### config.mk
export PLATFORM = sky130hd
export DESIGN_NAME = registro_chamadas_flat
export DESIGN_NICKNAME = d
export VERILOG_FILES = /design/src/rtl/elevador_pkg.sv /design/src/rtl/registro_chamadas_if.sv /design/src/rtl/janela_acesso.sv /design/src/rtl/registro_chamadas.sv /design/src/flat_wrapper.sv
export SDC_FILE = /design/constraint.sdc
export NUM_CORES = 1
export LEC_CHECK = 0
export ABC_AREA = 0
export BUFFER_PORTS_ARGS = -buffer_cell sky130_fd_sc_hd__clkbuf_2
export CORE_MARGIN = 4
export CORE_UTILIZATION = 30
export DETAILED_ROUTE_END_ITERATION = 12
export HOLD_SLACK_MARGIN = 0.02
export SETUP_SLACK_MARGIN = 0.4
export SYNTH_ARGS = -nofsm -noshare
export SYNTH_HDL_FRONTEND = slang
export SYNTH_SLANG_ARGS = --single-unit
### constraint.sdc
create_clock -name clk -period 1.95 [get_ports clk]
set_input_delay 0.0975 -clock clk [delete_from_list [all_inputs] [get_ports clk]]
set_output_delay 0.0975 -clock clk [all_outputs]
set_load 0.01 [all_outputs]
### src/rtl/elevador_pkg.sv
// Shared elevator definitions: default sizing and the access-window state encoding.
package elevador_pkg;
    localparam int N_ANDARES_DEF      = 16;
    localparam int ANDAR_RESTRITO_DEF = 6;
    localparam int TEMPO_ACESSO_DEF   = 8;

    typedef enum logic {OCIOSO, LIBERADO} estado_acesso_t;
endpackage

### src/rtl/registro_chamadas_if.sv
// Panel/controller side of the call register: button presses in, call status out.
interface registro_chamadas_if #(
    parameter int N_ANDARES = 16,
    parameter int AW        = $clog2(N_ANDARES)
);
    logic [N_ANDARES-1:0] botao;
    logic                 checagem;
    logic [AW-1:0]        andar_atual;
    logic                 parada;
    logic [N_ANDARES-1:0] chamadas;
    logic                 acesso_liberado;
    logic                 negado;
    logic                 pendente;
    logic                 pedido_acima;
    logic                 pedido_abaixo;
    logic                 pedido_aqui;

    modport master (
        output botao, checagem, andar_atual, parada,
        input  chamadas, acesso_liberado, negado, pendente,
               pedido_acima, pedido_abaixo, pedido_aqui
    );

    modport slave (
        input  botao, checagem, andar_atual, parada,
        output chamadas, acesso_liberado, negado, pendente,
               pedido_acima, pedido_abaixo, pedido_aqui
    );
endinterface

### src/rtl/janela_acesso.sv
// Authorization window for restricted floors; a single accepted restricted press closes it.
module janela_acesso
    import elevador_pkg::*;
#(
    parameter int TEMPO_ACESSO = TEMPO_ACESSO_DEF
) (
    input  logic clk,
    input  logic rst,
    input  logic checagem,
    input  logic consumir,
    output logic auth,
    output logic acesso_liberado
);
    localparam int            CW    = (TEMPO_ACESSO > 1) ? $clog2(TEMPO_ACESSO) : 1;
    localparam logic [CW-1:0] CARGA = CW'(TEMPO_ACESSO - 1);

    estado_acesso_t estado, estado_nxt;
    logic [CW-1:0]  contador, contador_nxt;

    // checagem authorizes its own cycle so a press arriving with the credential is not lost
    assign auth = (estado == LIBERADO) | checagem;

    always_comb begin
        estado_nxt   = estado;
        contador_nxt = contador;
        case (estado)
            OCIOSO: begin
                if (checagem && !consumir) begin
                    estado_nxt   = LIBERADO;
                    contador_nxt = CARGA;
                end
            end
            LIBERADO: begin
                if (consumir) begin
                    estado_nxt   = OCIOSO;
                    contador_nxt = '0;
                end else if (checagem) begin
                    contador_nxt = CARGA;
                end else if (contador == '0) begin
                    estado_nxt = OCIOSO;
                end else begin
                    contador_nxt = contador - CW'(1);
                end
            end
            default: begin
                estado_nxt   = OCIOSO;
                contador_nxt = '0;
            end
        endcase
    end

    always_ff @(posedge clk) begin
        if (rst) begin
            estado          <= OCIOSO;
            contador        <= '0;
            acesso_liberado <= 1'b0;
        end else begin
            estado          <= estado_nxt;
            contador        <= contador_nxt;
            acesso_liberado <= (estado_nxt == LIBERADO);
        end
    end
endmodule

### src/rtl/registro_chamadas.sv
// Elevator call register: latches permitted presses, clears served floors, reports direction.
module registro_chamadas
    import elevador_pkg::*;
#(
    parameter int N_ANDARES      = N_ANDARES_DEF,
    parameter int ANDAR_RESTRITO = ANDAR_RESTRITO_DEF,
    parameter int TEMPO_ACESSO   = TEMPO_ACESSO_DEF
) (
    input  logic              clk,
    input  logic              rst,
    registro_chamadas_if.slave bus
);
    localparam int AW = $clog2(N_ANDARES);

    logic [N_ANDARES-1:0] chamadas_q, chamadas_nxt;
    logic [N_ANDARES-1:0] restrito, acima, abaixo, aqui;
    logic [N_ANDARES-1:0] aceito, limpar;
    logic                 auth, consumir, rejeitado, negado_q, liberado;

    // Per-floor masks; an out-of-range andar_atual leaves every floor "below" and none "here"
    for (genvar i = 0; i < N_ANDARES; i++) begin : g_mascara
        assign restrito[i] = (i >= ANDAR_RESTRITO);
        assign acima[i]    = (32'(i) > 32'(bus.andar_atual));
        assign abaixo[i]   = (32'(i) < 32'(bus.andar_atual));
        assign aqui[i]     = (32'(i) == 32'(bus.andar_atual));
    end

    assign aceito    = bus.botao & (~restrito | {N_ANDARES{auth}});
    assign consumir  = |(aceito & restrito);
    assign rejeitado = |(bus.botao & restrito) & ~auth;
    assign limpar    = aqui & {N_ANDARES{bus.parada}};

    // Clear wins over a same-cycle press: the car is already serving that floor
    assign chamadas_nxt = (chamadas_q | aceito) & ~limpar;

    janela_acesso #(.TEMPO_ACESSO(TEMPO_ACESSO)) u_janela (
        .clk             (clk),
        .rst             (rst),
        .checagem        (bus.checagem),
        .consumir        (consumir),
        .auth            (auth),
        .acesso_liberado (liberado)
    );

    always_ff @(posedge clk) begin
        if (rst) begin
            chamadas_q <= '0;
            negado_q   <= 1'b0;
        end else begin
            chamadas_q <= chamadas_nxt;
            negado_q   <= rejeitado;
        end
    end

    assign bus.chamadas        = chamadas_q;
    assign bus.acesso_liberado = liberado;
    assign bus.negado          = negado_q;
    assign bus.pendente        = |chamadas_q;
    assign bus.pedido_acima    = |(chamadas_q & acima);
    assign bus.pedido_abaixo   = |(chamadas_q & abaixo);
    assign bus.pedido_aqui     = |(chamadas_q & aqui);
endmodule

### src/flat_wrapper.sv
// flat-port wrapper written by rule: the top's interface ports become plain ports
module registro_chamadas_flat import elevador_pkg::*;
#(
    parameter int N_ANDARES      = N_ANDARES_DEF,
    parameter int ANDAR_RESTRITO = ANDAR_RESTRITO_DEF,
    parameter int TEMPO_ACESSO   = TEMPO_ACESSO_DEF
)
  (clk, rst, bus_botao, bus_checagem, bus_andar_atual, bus_parada, bus_chamadas, bus_acesso_liberado, bus_negado, bus_pendente, bus_pedido_acima, bus_pedido_abaixo, bus_pedido_aqui);
  registro_chamadas_if #(.N_ANDARES(N_ANDARES)) bus_i ();
  input  logic clk;
  input  logic rst;
  input wire logic [$bits(bus_i.botao)-1:0] bus_botao;
  input wire logic [$bits(bus_i.checagem)-1:0] bus_checagem;
  input wire logic [$bits(bus_i.andar_atual)-1:0] bus_andar_atual;
  input wire logic [$bits(bus_i.parada)-1:0] bus_parada;
  output wire logic [$bits(bus_i.chamadas)-1:0] bus_chamadas;
  output wire logic [$bits(bus_i.acesso_liberado)-1:0] bus_acesso_liberado;
  output wire logic [$bits(bus_i.negado)-1:0] bus_negado;
  output wire logic [$bits(bus_i.pendente)-1:0] bus_pendente;
  output wire logic [$bits(bus_i.pedido_acima)-1:0] bus_pedido_acima;
  output wire logic [$bits(bus_i.pedido_abaixo)-1:0] bus_pedido_abaixo;
  output wire logic [$bits(bus_i.pedido_aqui)-1:0] bus_pedido_aqui;
  assign bus_i.botao = bus_botao;
  assign bus_i.checagem = bus_checagem;
  assign bus_i.andar_atual = bus_andar_atual;
  assign bus_i.parada = bus_parada;
  assign bus_chamadas = bus_i.chamadas;
  assign bus_acesso_liberado = bus_i.acesso_liberado;
  assign bus_negado = bus_i.negado;
  assign bus_pendente = bus_i.pendente;
  assign bus_pedido_acima = bus_i.pedido_acima;
  assign bus_pedido_abaixo = bus_i.pedido_abaixo;
  assign bus_pedido_aqui = bus_i.pedido_aqui;
  registro_chamadas #(.N_ANDARES(N_ANDARES), .ANDAR_RESTRITO(ANDAR_RESTRITO), .TEMPO_ACESSO(TEMPO_ACESSO)) u_core (.clk(clk), .rst(rst), .bus(bus_i));
endmodule
; Word level (Yosys, flattened, before mapping)
; Index checks and enable logic that the tools add are counted.
[word_totals]
ff_bits = 21
in_bits = 24
out_inout_bits = 22
wordCells = 85
[classes]
n_mux = 10
bitwise_logic = 12
n_reduce_logical = 11
n_eq_ne = 17
addsub = 1
magnitude_cmp = 30
[op_table]
columns = operator, count
row1 = bitwise AND 16 bit, 5
row2 = OR reduction 16 bit, 4
row3 = "== test 4 bit, first input constant", 8
row4 = "greater-than comparator 4 bit, first input constant", 8
row5 = "less-than comparator 4 bit, first input constant", 7
row6 = OR reduction 10 bit, 2
row7 = bitwise AND 16 x 15 -> 16 bit, 1
row8 = "== test 3 x 4 -> 1 bit, first input constant", 4
row9 = "greater-than comparator 3 x 4 -> 1 bit, first input constant", 4
row10 = "less-than comparator 3 x 4 -> 1 bit, first input constant", 4
row11 = inverter 16 bit, 1
row12 = bitwise OR 16 bit, 1
row13 = two-way mux 3 bit, 4
row14 = "== test 2 x 4 -> 1 bit, first input constant", 2
row15 = "greater-than comparator 2 x 4 -> 1 bit, first input constant", 2
row16 = "less-than comparator 1 x 4 -> 1 bit, first input constant", 2
row17 = "less-than comparator 2 x 4 -> 1 bit, first input constant", 2
row18 = one-hot mux 3 bit (2 select lines), 1
row19 = "== test 1 x 4 -> 1 bit, first input constant", 1
row20 = "greater-than comparator 1 x 4 -> 1 bit, first input constant", 1
row21 = zero test 4 bit, 1
row22 = two-way mux 1 bit, 4
row23 = "!= test 4 bit, second input constant", 1
row24 = zero test 3 bit, 1
row25 = 9 further kinds, 10

; Depth between registers and ports, before layout
[depth]
depth_word = 7
mapped_depth = 6
ltp_nobuf = 6

; Hierarchy
; A second synthesis with hierarchy kept.
[unflattened]
cells_unflattened = 171
hier_area_um2 = 1366.3
[by_module_without_submodules]
columns = module, instances, area_each_um2, cells_per_inst, seq_area_each_um2
row1 = registro_chamadas, 1, 1143.6, 147, 340.3
row2 = janela_acesso, 1, 222.7, 24, 80.1

; Worst setup path after synthesis
; Ideal clock, no wire load.
[synth_path]
path_type = reg-to-output
startpoint = register u_core.chamadas_q[8] (netlist: u_core.bus.chamadas[8])
endpoint = output bus_pedido_abaixo
path_slack_ns = 0.631
path_stages_with_launch = 5
arrival_time_ns = 1.222
t_required_ns = 1.852
cell_sequence = dfxtp_1 > maj3_2 > o221a_1 > a221oi_2 > nand4_1
[synth_between]
elab_chain_cells = 2
[synth_lines]
columns = item, line
row1 = start: declaration, registro_chamadas.sv:15  ; logic [N_ANDARES-1:0] chamadas_q, chamadas_nxt;
row2 = start signal: assignment, registro_chamadas.sv:50  ; chamadas_q <= chamadas_nxt;
row3 = bitwise AND 16 x 15 -> 16 bit, registro_chamadas.sv:60  ; assign bus.pedido_abaixo = |(chamadas_q & abaixo);
row4 = OR reduction 16 bit, registro_chamadas.sv:60
row5 = end: declaration, flat_wrapper.sv:21  ; output wire logic [$bits(bus_i.pedido_abaixo)-1:0] bus_pedido_abaixo;
; Every way passes these cells.

; Worst setup path after layout
; Same ends and word-level chain as after synthesis.

==> summary.md <==
| Metric | Value |
|---|---|
| CP Capture Type | primary output |
| R2R Setup Slk | 0.54 ns |
| Grt ovf | 0 |
| Ant diodes | 0 |
| Synth Flop Type | dfxtp_1 |
| Top post-synthesis cells by area | dfxtp_1 (29%), a21oi_1 (6.6%), nor2_1 (5.8%), nor3_1 (4.5%), o21ai_0 (3.8%) |
| Chip Width | slightly below 80 um |
| Worst setup SP type | flip-flop |
| CTS Buf Count | 3 |
| Mapped cell area | between 1000 and 1500 um2 |
| Largest family of logic cells by synthesized area | compound AO/OA/AOI/OAI gates |
| Area grow syn2layout | 26.6% |
| Synth Area in Compound Gates | between 20 and 30% |
| Req. time, crit path | about 1.9 ns |
| Pre-CTS setup slack | 0.413 ns |
| Layout Nets | ~260 |
| CP max-delay cell | dfxtp_4 |
| Max Cap Violations | 0 |
| Post-Syn Instances | 190 |
| PD cells | roughly 600 nW/um2 |
| Drt drc | 0 |
| Top-count cell post-synth | nor2_1 |
| Leakage Power | approximately 0.74 nW |
| Yosys cell types | 45 |
| Peak Freq | roughly 600 MHz |
| Largest net degree at the start of global routing | 26 |
| Routed len/inst | 16.0 um |
| Max stage delay on crit path | 0.35 ns |
| Initial Util | 32.0% |
| Detailed Routing Iterations Pass 1 | 4 |
| Worst path cell trace | maj3_2 > o221a_1 > a221oi_2 > nand4_1 > clkbuf_2 |
| Routed via count | approximately 1600 |
| Ports | 46 |
| Synth top area share | between 20% and 30% |
| Worst r2r path cells | 6 |
| DR vias/cell | about 5.7 |
| Synth async-reset ratio | 0% |
| Layout fillers | 484 |
| Min Tclk post-route | about 1.7 ns |
| Initial DRC count | 159 |
| First-pass GRT wire length | 7420 um |
| XOR/XNOR Fraction of Synth Area | 0% |
| Crit Reg-Reg Startpoint | u_core.u_janela.contador[1] |
| Critical path type | reg -> out |
| Worst min path class | in -> reg |
| Port bufs | 45 |
| Data arrival, critical path | about 1.6 ns |
| Worst Hold Depth | 3 |
| Clock root buffer | clkbuf_8 |
| CTS tree | done |
| Site row count | 24 |
| Clock Latency Late Sink | approximately 0.26 ns |
| Mean Syn Cell Area | 7.53 um2 |
| Unrepaired setup endpoints after global routing | yes |
| Final Cycle Share | between 80 and 90% |
| Post-synth EDFFs | 0 |
| Drt total wl | 4530 um |
| Tightest Pin Transition | 0.453 ns |
| CTS Buffer Depth | 2 |
| Die Span Y | a little under 80 um |
| Clk slew on worst S/H paths | ~0.08 ns |
| Final setup fails | 0 |
| DP HPWL | 3290 um |
| GP Congestion | ~0.9 |
| Final hold vios | 0 |
| Synth Area in Adders | under 10% |
| Ratio of cells with drive above 1 in the final layout | between 30% and 40% |
| Max-slew headroom | a little over two thirds |
| Simple-gate area share of the yosys netlist | ~29% |
| Pwr Total | between 0.001 and 0.0015 W |
| Sequential fraction of the synthesis area | roughly 29% |
| Area of the die | between 5000 and 6000 um2 |
| Peak VDD IR | 0.000366 V |
| Post-synthesis mux area share | about 2.9% |
| Clock sinks | 21 |
| Status | finished, final reports clean |
| Crit Reg-Reg Endpoint | u_core.u_janela.contador[1] |
| Total GRT Usage | between 10% and 20% |
| Synth cell count leaders | nor2_1 (22), dfxtp_1 (21), a21oi_1 (19), nand2_1 (14), nor3_1 (13) |
| Synth warnings | 0 |
| Initial antenna violation count | 0 |
| Hold Path Sink | u_core.bus.chamadas[0] |
| Setup ws final | 0.281 ns |
| Fin Clk Skew | roughly 0.0029 ns |
| Cell taking the most area after synthesis | dfxtp_1 |
| Setup TNS | 0 ns |
| Mapped Nets | roughly 220 |
| CORE AREA | between 4000 and 5000 um2 |
| Min-delay src | bus_botao[0] |
| Slew Limit Fails | 0 |
| Number of synthesized register bits | 21 |
| Critical Path Fanout Max | 2 |
| H-tree levels | 1 |
| ANT nets after route | 0 |
| Vias in the first global route | approximately 1500 |
## how the worst max path moves through the flow
stage | slack, ns | start | endpoint | cells after the start
after floorplan | 0.63 | u_core.bus.chamadas[8] | bus_pedido_abaixo | 4
after global placement | 0.41 | bus_andar_atual[1] | bus_pedido_abaixo | 6
after detailed placement | 0.41 | bus_andar_atual[1] | bus_pedido_abaixo | 6
after CTS | 0.27 | u_core.bus.chamadas[8] | bus_pedido_abaixo | 5
after global routing | 0.21 | u_core.bus.chamadas[8] | bus_pedido_abaixo | 5
final | 0.28 | u_core.bus.chamadas[8] | bus_pedido_abaixo | 5
## worst max-delay path: cells and delay by family (launching register included)
family | cells | cell delay (ns)
buf+inv | 1 | 0.14
flops | 1 | 0.35
fa+ha+maj | 1 | 0.29
compound gates | 2 | 0.42
simple gates | 1 | 0.11
## per-layer routing
layer | up-vias | track usage, % | routed length [um]
met2 | 58 | 22.2 | 1990
met4 | 0 | 4.80 | 53
li1 | 797 | - | -
met3 | 5 | 3.63 | 343
met1 | 752 | 22.6 | 2150
met5 | - | 0 | 0
## placed cells by master (no fill, tap or decap), drive strengths merged, types with 2 or more instances in the layout
cell	count
a211oi	6
nand4	3
ha	2
nor2b	3
buf	8
a41o	3
inv	7
or2	3
a31oi	2
nor2	22
nor3b	3
nand2	14
a221oi	2
o21ai	12
o211ai	2
clkbuf	47
a311oi	5
a2bb2oi	2
nor3	13
nand4b	2
a21oi	19
nand2b	3
dfxtp	21
mux2i	3
nor4	5
nand3	4
## registers in the layout, indices dropped and copies added, names as in the netlist
name	cells
u_core.u_janela.contador	3
u_core.u_janela.estado	1
u_core.bus.chamadas	16
u_core.bus.negado	1
## what timing repair did
item | 4_1_cts | 5_1_grt
resized for setup | 14 | 8
setup buffers | 5 | 1
pin swaps | 6 | 4
hold buffers | 0 | 0
setup endpoints to repair | 4 | 5
## kinds of logic (layout without fill, tap and decap cells)
| logic type | after synthesis | count (layout) |
|---|---|---|
| AO/OA/AOI/OAI | 61 | 61 |
| adder cells (fa/ha/maj) | 3 | 3 |
| buffers and inverters | 21 | 63 |
| flip-flops | 21 | 21 |
| multiplexers | 4 | 4 |
| AND/OR/NAND/NOR | 80 | 80 |
## power breakdown
part           switching, W  internal (W)  total, W  leakage [nW]
clock              0.000148      0.000143  0.000291        0.0255
combinational      0.000151      0.000131  0.000281         0.541
sequential        0.0000463      0.000454  0.000500         0.178
total              0.000345      0.000727   0.00107         0.745
## cell type report
class	count	area (um2)	share of cell area, %
Clock buffer	3	41.3	2.28
Inverter	7	26.3	1.45
Tap cell	52	65.1	3.59
Sequential cell	21	444	24.5
Multi-Input combinational cell	148	940	51.9
Clock inverter	1	5.00	0.276
Timing Repair Buffer	52	290	16.0
## through the flow
stage / instance area [um2] / utilization [%] / hold slack, ns / cells
after CTS: 1780 / 39.8 / 0.0771 / 283
after floorplan: 1430 / - / 0.170 / 190
after global routing: 1810 / 40.5 / 0.0805 / 284
after detailed placement: 1640 / 36.7 / 0.368 / 274
final: 1810 / 40.5 / 0.0816 / 284
after global placement: 1640 / 36.7 / 0.362 / 274
Note: power is estimated with default switching activity, not from simulation.
